===== config.mk =====
export PLATFORM = sky130hd
export DESIGN_NAME = if_fetch_queue
export DESIGN_NICKNAME = d
export VERILOG_FILES = /design/src/rtl/if_fetch_queue.sv
export SDC_FILE = /design/constraint.sdc
export NUM_CORES = 1
export LEC_CHECK = 0
export CAP_MARGIN = 0
export CORE_MARGIN = 1
export CORE_UTILIZATION = 60
export CTS_BUF_LIST = sky130_fd_sc_hd__clkbuf_8
export DETAILED_ROUTE_END_ITERATION = 12
export PLACE_DENSITY = 0.87
export SETUP_SLACK_MARGIN = 0.05
export SLEW_MARGIN = 25
export SYNTH_ARGS = -nofsm -noshare
export SYNTH_HDL_FRONTEND = slang
export SYNTH_SLANG_ARGS = --single-unit

===== constraint.sdc =====
create_clock -name clk -period 8.4 [get_ports clk]
set_clock_uncertainty 0.1 [all_clocks]
set_input_delay 1.68 -clock clk [delete_from_list [all_inputs] [get_ports clk]]
set_output_delay 1.68 -clock clk [all_outputs]
set_load 0.005 [all_outputs]

===== src/rtl/if_fetch_queue.sv =====
// if_fetch_queue: DEPTH-entry {pc, instr} FIFO between instruction fetch and decode.
// Replaces the single-entry IF/ID register so IF keeps running while ID stalls.
// A flush (redirect) empties the queue. While nothing is valid, decode sees a NOP bubble.
// Optional feature: define IFQ_BYPASS_EN for a zero-latency path when the queue is empty.
module if_fetch_queue #(
  parameter int unsigned   DEPTH = 4,
  parameter int unsigned   IW    = 32,
  parameter int unsigned   PCW   = 32,
  parameter logic [IW-1:0] NOP   = IW'(32'h0000_0013),
  localparam int unsigned  AW    = $clog2(DEPTH)
) (
  input  logic           clk,
  input  logic           rst,
  input  logic           flush,
  input  logic           in_valid,
  output logic           in_ready,
  input  logic [PCW-1:0] in_pc,
  input  logic [IW-1:0]  in_instr,
  output logic           out_valid,
  input  logic           out_ready,
  output logic [PCW-1:0] out_pc,
  output logic [IW-1:0]  out_instr,
  output logic [AW:0]    count
);

  localparam logic [AW:0]   CountFull = (AW+1)'(DEPTH);
  localparam logic [AW:0]   CountOne  = (AW+1)'(1);
  localparam logic [AW-1:0] PtrOne    = AW'(1);

  // Storage is deliberately not reset; only pointers and occupancy are.
  logic [PCW-1:0] pc_mem    [DEPTH];
  logic [IW-1:0]  instr_mem [DEPTH];

  logic [AW-1:0] rd_ptr_q, rd_ptr_d;
  logic [AW-1:0] wr_ptr_q, wr_ptr_d;
  logic [AW:0]   count_q, count_d;

  logic empty, full;
  logic bypass;
  logic push, pop;
  logic wr_en, rd_adv;

  assign empty = (count_q == '0);
  assign full  = (count_q == CountFull);
  assign count = count_q;

`ifdef IFQ_BYPASS_EN
  // Empty queue with both sides ready: hand the fetch straight to decode.
  assign bypass = empty & in_valid & out_ready & ~flush;
`else
  assign bypass = 1'b0;
`endif

  // Handshake flags; in_ready never looks at out_ready so a full queue stalls IF.
  always_comb begin
    in_ready  = ~full & ~flush;
    out_valid = (~empty & ~flush) | bypass;
    push      = in_valid & in_ready;
    pop       = out_valid & out_ready;
    // A bypassed entry is consumed without touching storage or pointers.
    wr_en     = push & ~bypass;
    rd_adv    = pop & ~bypass;
  end

  // Head presentation: bypassed input, stored head, or the 0/NOP bubble.
  always_comb begin
    out_pc    = '0;
    out_instr = NOP;
    if (bypass) begin
      out_pc    = in_pc;
      out_instr = in_instr;
    end else if (out_valid) begin
      out_pc    = pc_mem[rd_ptr_q];
      out_instr = instr_mem[rd_ptr_q];
    end
  end

  // Next-state for pointers and occupancy; flush overrides any push/pop.
  always_comb begin
    rd_ptr_d = rd_ptr_q;
    wr_ptr_d = wr_ptr_q;
    count_d  = count_q;
    if (flush) begin
      rd_ptr_d = '0;
      wr_ptr_d = '0;
      count_d  = '0;
    end else begin
      if (wr_en) begin
        wr_ptr_d = wr_ptr_q + PtrOne;
      end
      if (rd_adv) begin
        rd_ptr_d = rd_ptr_q + PtrOne;
      end
      unique case ({wr_en, rd_adv})
        2'b10:   count_d = count_q + CountOne;
        2'b01:   count_d = count_q - CountOne;
        default: count_d = count_q;
      endcase
    end
  end

  // Control state with asynchronous active-low reset.
  always_ff @(posedge clk or negedge rst) begin
    if (!rst) begin
      rd_ptr_q <= '0;
      wr_ptr_q <= '0;
      count_q  <= '0;
    end else begin
      rd_ptr_q <= rd_ptr_d;
      wr_ptr_q <= wr_ptr_d;
      count_q  <= count_d;
    end
  end

  // Entry write at the tail on an accepted, non-bypassed push.
  always_ff @(posedge clk) begin
    if (wr_en) begin
      pc_mem[wr_ptr_q]    <= in_pc;
      instr_mem[wr_ptr_q] <= in_instr;
    end
  end

endmodule


==> results of run 1 <==
-- worst max-delay path: stages --
cell and delay (ps):
clkdlybuf4s50_1 740, nor2_4 690, buf_16 240, and2_1 190
clkdlybuf4s50_1 510
-- cells in the mapped netlist --
| cell type | count | area (um2) |
|---|---|---|
| a2111oi_4 | 1 | 27.53 |
| a211oi_4 | 1 | 20.02 |
| a21o_1 | 1 | 7.510 |
| a21oi_1 | 2 | 10.01 |
| a221oi_2 | 1 | 15.01 |
| a22oi_1 | 1 | 7.510 |
| and2_1 | 65 | 406.6 |
| buf_2 | 12 | 60.06 |
| buf_6 | 5 | 56.30 |
| clkbuf_1 | 7 | 26.28 |
| dfrtp_1 | 7 | 175.2 |
| edfxtp_1 | 256 | 7687 |
| fa_1 | 1 | 20.02 |
| ha_1 | 4 | 50.05 |
| inv_1 | 4 | 15.01 |
| mux2_2 | 2 | 22.52 |
| mux2i_1 | 3 | 30.03 |
| mux4_2 | 64 | 1441 |
| nand2_1 | 1 | 3.750 |
| nand2b_1 | 3 | 18.77 |
| nor2_1 | 4 | 15.01 |
| nor2_2 | 2 | 12.51 |
| nor2b_1 | 1 | 6.260 |
| nor3_2 | 1 | 10.01 |
| nor4_1 | 1 | 6.260 |
| o211a_1 | 1 | 10.01 |
| o22ai_1 | 1 | 6.260 |
| o311ai_0 | 1 | 8.760 |
| o31ai_1 | 1 | 7.510 |
| or3_1 | 3 | 18.77 |
| or3b_1 | 1 | 8.760 |
| xor2_1 | 2 | 17.52 |
-- routing by layer --
metal	vias up	wire length [um]	global-route usage
met3	32	1199	0.05594
li1	2194	-	-
met2	176	9345	0.3655
met1	2449	7182	0.2788
met4	0	341	0.06705
met5	-	0	0
-- final cells by class --
class,instances,share of cell area
timing repair buffer,139,0.1124
clock buffer,41,0.04508
clock inverter,32,0.01279
sequential,263,0.6287
tap,220,0.02199
inverter,4,0.001200
antenna,1,0.0001999
multi-input combinational,169,0.1776
-- flip-flops by register name (all words and copies together) (netlist names) --
name	count
count	3
instr_mem	128
pc_mem	128
rd_ptr_q	2
wr_ptr_q	2
-- worst max-delay path by stage --
stage / end / from / slack (ps)
final: out_instr[31] / flush / 2540
after detailed placement: out_pc[16] / flush / 2530
after floorplan: instr_mem[0][0]$_DFFE_PP_ / in_valid / 4280
after global placement: out_instr[31] / flush / 2320
after global routing: out_pc[11] / flush / 2360
after CTS: out_instr[31] / flush / 2510
-- logic make-up (layout without fill, tap and decap cells) --
kind of cell / count (synthesis) / after routing / synth area share
xor+xnor: 2 / 2 / 0.001713
fa+ha+maj: 5 / 5 / 0.006850
flops: 263 / 263 / 0.7687
mux: 69 / 69 / 0.1461
compound gates: 11 / 11 / 0.01174
buf+inv: 28 / 216 / 0.01541
other cells: 0 / 1 / 0
simple gates: 82 / 82 / 0.04954
-- power breakdown --
| group | internal, mW | leakage [nW] | total [mW] | switching [mW] |
|---|---|---|---|---|
| combinational | 0.488 | 1.20 | 0.786 | 0.298 |
| sequential | 1.53 | 2.41 | 1.63 | 0.0980 |
| clock | 0.486 | 0.423 | 0.942 | 0.456 |
-- per-stage QoR --
| step | hold WS, ps | std cells | power, mW | setup WS (ps) |
|---|---|---|---|---|
| global placement | 422.0 | 794 | 2.417 | 2324 |
| detailed placement | 443.8 | 795 | 2.457 | 2529 |
| finish | 466.2 | 869 | 3.360 | 2540 |
| global route | 512.2 | 868 | 3.510 | 2357 |
| floorplan | 403.9 | 460 | 2.101 | 4276 |
| CTS | 460.3 | 868 | 3.401 | 2506 |
==> flow_metrics.tcl, run 1 <==
set metrics [dict create \
    die_area_um2 17570 \
    cts_tree "yes" \
    die_height_um 132.6 \
    antenna_found_initial 1 \
    multiInputGateArea_um2 2223 \
    wirelength_um 18070 \
    yosysWarnings 0 \
    cts_htree_levels 2 \
    period_minus_slack_ps 5860 \
    insertion_delay_ps 520 \
    io_pins 138 \
    drive_gt1_frac 0.1991 \
    hp-class "reg -> reg" \
    n_fill_cell 911 \
    root_buffer "clkbuf_8" \
    hpwl_um 10170 \
    p_leak_nw 4.040 \
    final_area_um2 12520 \
    num_rows 47 \
    hold_depth 1 \
    hold_viol_final 0 \
    area_delta_synth_final_pct 22.37 \
    grt_pass1_wl_um 28550 \
    via_per_inst 5.582 \
    rr_worst_depth 3 \
    synth_fp_nets 534 \
    fin_nets 691 \
    endpoint_kind "output pin" \
    vias 4851 \
    first_pass_iters 5 \
    cts_sinks 263 \
    drc 0 \
    rsz0062_at_grt "false" \
    reg2reg_from "count[0]$_DFFE_PN0P_" \
    layout_commonest_cell "edfxtp_1" \
    start_util 0.6146 \
    relSlewSlack 0.3276 \
    cts_hold_buf 0 \
    worstPathRequired_ps 6620 \
    critPathKind "in -> out" \
    ys_seq_area_frac 0.7687 \
    cts_buffers 40 \
    whs_endpoint "wr_ptr_q[0]$_DFFE_PN0P_" \
    start_kind "primary input" \
    routedWlPerCell_um 20.79 \
    grt-ovfl-total 0 \
    slew_violations 0 \
    grt_pass1_vias 5362 \
    synth_seq_cells 263 \
    reg2reg_slack_ps 5800 \
    final_util 0.7521 \
    grt_start_max_net_pins 66 \
    crit_path_max_fanout 32 \
    tightest_slew_ps 1009 \
    outcome "completed" \
    ff_latch_area_um2 7870 \
    portBuffers 137 \
    peakVddDrop_uv 186.7 \
    postRouteAntennaNets 0 \
    hp-start "wr_ptr_q[0]$_DFFE_PN0P_" \
    core_area_um2 16640 \
    layout_common_cells "edfxtp_1, clkdlybuf4s50_1, mux4_2, and2_1, clkbuf_8" \
    groute.usage.overall 0.2163 \
    crit_arrival_ps 4080 \
    setup_viol_count_final 0 \
    clkTransAtPathRegs_ps 60 \
    gp_congestion 0.7584 \
    fin_tns_setup_ps 0 \
    drtIter0Drc 231 \
    max_cap_violations 0 \
    cts_setup_buffers 0 \
    placed_area_um2 11790 \
    rr_endpoint "pc_mem[1][21]$_DFFE_PP_" \
    p_per_area_nw_per_um2 268.4 \
    die_x_um 132.6 \
    finalCritPeriodShare 0.6976 \
    cts-resized-gates 0 \
    max_freq_mhz 170.7 \
    syn_inst 460 \
    clockBufferDepth 3 \
    synth_cell_types 32 \
    synth_area_per_cell_um2 22.24 \
    syn_area_um2 10230 \
]
No activity file was read; power rests on OpenSTA's default activity.
==> run 2: changes to the inputs <==
--- a/config.mk
+++ b/config.mk
@@ -7,10 +7,10 @@
 export LEC_CHECK = 0
 export CAP_MARGIN = 0
 export CORE_MARGIN = 1
-export CORE_UTILIZATION = 60
+export CORE_UTILIZATION = 57
 export CTS_BUF_LIST = sky130_fd_sc_hd__clkbuf_8
 export DETAILED_ROUTE_END_ITERATION = 12
-export PLACE_DENSITY = 0.87
+export PLACE_DENSITY = 0.83
 export SETUP_SLACK_MARGIN = 0.05
 export SLEW_MARGIN = 25
 export SYNTH_ARGS = -nofsm -noshare
==> constraint.sdc (replaced) <==
create_clock -name clk -period 5.82 [get_ports clk]
set_clock_uncertainty 0.1 [all_clocks]
set_input_delay 1.164 -clock clk [delete_from_list [all_inputs] [get_ports clk]]
set_output_delay 1.164 -clock clk [all_outputs]
set_load 0.005 [all_outputs]
==> run 2 against run 1 <==
Net effect:
- sequential cell count unchanged
- power up 43%
- via count is 0.16% lower
- worst hold slack better by 7.1 ps
- final area down 0.26%
- critical path type unchanged
- largest cell class unchanged
==> flow_metrics.tcl, run 2 (synthesized netlist as in run 1, its figures left out) <==
set metrics [dict create \
    rr_worst_depth 3 \
    cts_tree "yes" \
    hold_viol_final 0 \
    grt-ovfl-total 0 \
    crit_top_cell "clkdlybuf4s50_1" \
    slowest_delay_ps 750 \
    core_area_um2 17420 \
    final_util 0.7168 \
    via_per_inst 5.560 \
    die_x_um 136.0 \
    wirelength_um 17970 \
    place_inst 801 \
    gp_congestion 0.7626 \
    tightest_slew_ps 990.8 \
    clockBufferDepth 3 \
    layout_commonest_cell "edfxtp_1" \
    io_pins 138 \
    power.total_mw 4.795 \
    hp-start "wr_ptr_q[0]$_DFFE_PN0P_" \
    first_pass_iters 4 \
    num_rows 48 \
    start_kind "primary input" \
    cts_htree_levels 2 \
    die_height_um 136.0 \
    rsz0062_at_grt "false" \
    cp_cell_sequence "clkdlybuf4s50_1, nor2_4, buf_12, and2_1, clkdlybuf4s50_1" \
    crit_family "buffers and inverters" \
    critPathKind "in -> out" \
    cts_buffers 41 \
    layout_common_cells "edfxtp_1, clkdlybuf4s50_1, mux4_2, and2_1, clkbuf_8" \
    drtIter0Drc 282 \
    routedWlPerCell_um 20.63 \
    endpoint_kind "output pin" \
    cts_hold_buf 0 \
    postRouteAntennaNets 0 \
    diodes 0 \
    cp_slowest_cell "clkdlybuf4s50_1" \
    final_cells 871 \
    p_leak_nw 4.007 \
    cts_sinks 263 \
    vias 4843 \
    reg2reg_slack_ps 3270 \
    antenna_found_initial 0 \
    die_area_um2 18490 \
    relSlewSlack 0.3395 \
    worstPathRequired_ps 4560 \
    rr_endpoint "pc_mem[0][12]$_DFFE_PP_" \
    slew_violations 0 \
    reg2reg_from "count[0]$_DFFE_PN0P_" \
    root_buffer "clkbuf_8" \
    grt_pass1_wl_um 27910 \
    setup_viol_count_final 0 \
    hold_depth 1 \
    cts-resized-gates 0 \
    fin_nets 693 \
    worstSetupPathDepth 5 \
    max_freq_mhz 212.1 \
    whs_endpoint "wr_ptr_q[0]$_DFFE_PN0P_" \
    area_delta_synth_final_pct 22.06 \
    period_minus_slack_ps 4716 \
    hpwl_um 10090 \
    grt_start_max_net_pins 66 \
    clkTransAtPathRegs_ps 60 \
    grt_pass1_vias 5239 \
    fin_hold_ws_ps 473.3 \
    p_per_area_nw_per_um2 384.0 \
    hp-class "reg -> reg" \
    drive_gt1_frac 0.1950 \
    crit_arrival_ps 3450 \
    groute.usage.overall 0.2052 \
    portBuffers 137 \
    crit_path_max_fanout 43 \
    start_util 0.5873 \
    cts_setup_buffers 0 \
    peakVddDrop_uv 244.0 \
    drc 0 \
    finalCritPeriodShare 0.8103 \
    insertion_delay_ps 520 \
    fin_tns_setup_ps 0 \
    critPathBufInv 3 \
    max_cap_violations 0 \
    outcome "completed" \
]
## run 2: cell count changes in the layout (fill, tap and decap cells not counted), sizes merged
cell	delta
clkinvlp	-1
buf	+1
inv	-2
clkinv	+1
bufinv	-1
diode	-1
## run 2: layout make-up
| type | instances | area, um2 |
|---|---|---|
| sequential | 263 | 7870 |
| fill | 1063 | 4932 |
| multi-input combinational | 169 | 2223 |
| timing repair buffer | 140 | 1406 |
| clock buffer | 41 | 564.3 |
| tap | 225 | 281.5 |
| clock inverter | 29 | 123.9 |
| inverter | 4 | 15.01 |
## run 2: worst reg2reg max path, cell delays in order, from the launching register on
cell and delay, ps:
dfrtp_1 570, nor2_2 150, a211oi_4 440, and2_4 880
## run 2: power breakdown
part	total, mW	leakage [nW]	internal [mW]	switching (mW)
sequential	2.36	2.41	2.21	0.148
combinational	1.13	1.21	0.703	0.424
clock	1.31	0.388	0.656	0.650
## run 2: how the worst max path moves through the flow
stage | from | to | slack [ps]
global route | flush | out_pc[3] | 960
global placement | flush | out_pc[25] | 1190
finish | flush | out_pc[18] | 1100
CTS | flush | out_pc[18] | 1080
detailed placement | flush | out_pc[18] | 1100
floorplan | in_valid | instr_mem[0][0]$_DFFE_PP_ | 2210
## run 2: per-stage QoR
step | cell area (um2) | setup slack (ps)
CTS | 12480 | 1082
finish | 12480 | 1104
global placement | 11800 | 1186
detailed placement | 11800 | 1096
global route | 12480 | 964.0
floorplan | 10230 | 2212
## run 2: routing by layer
| metal | track usage | wire (um) | vias up |
|---|---|---|---|
| met1 | 0.2562 | 7119 | 2468 |
| li1 | - | - | 2196 |
| met3 | 0.04213 | 1009 | 26 |
| met4 | 0.07037 | 307 | 0 |
| met2 | 0.3588 | 9536 | 153 |
| met5 | 0 | 0 | - |
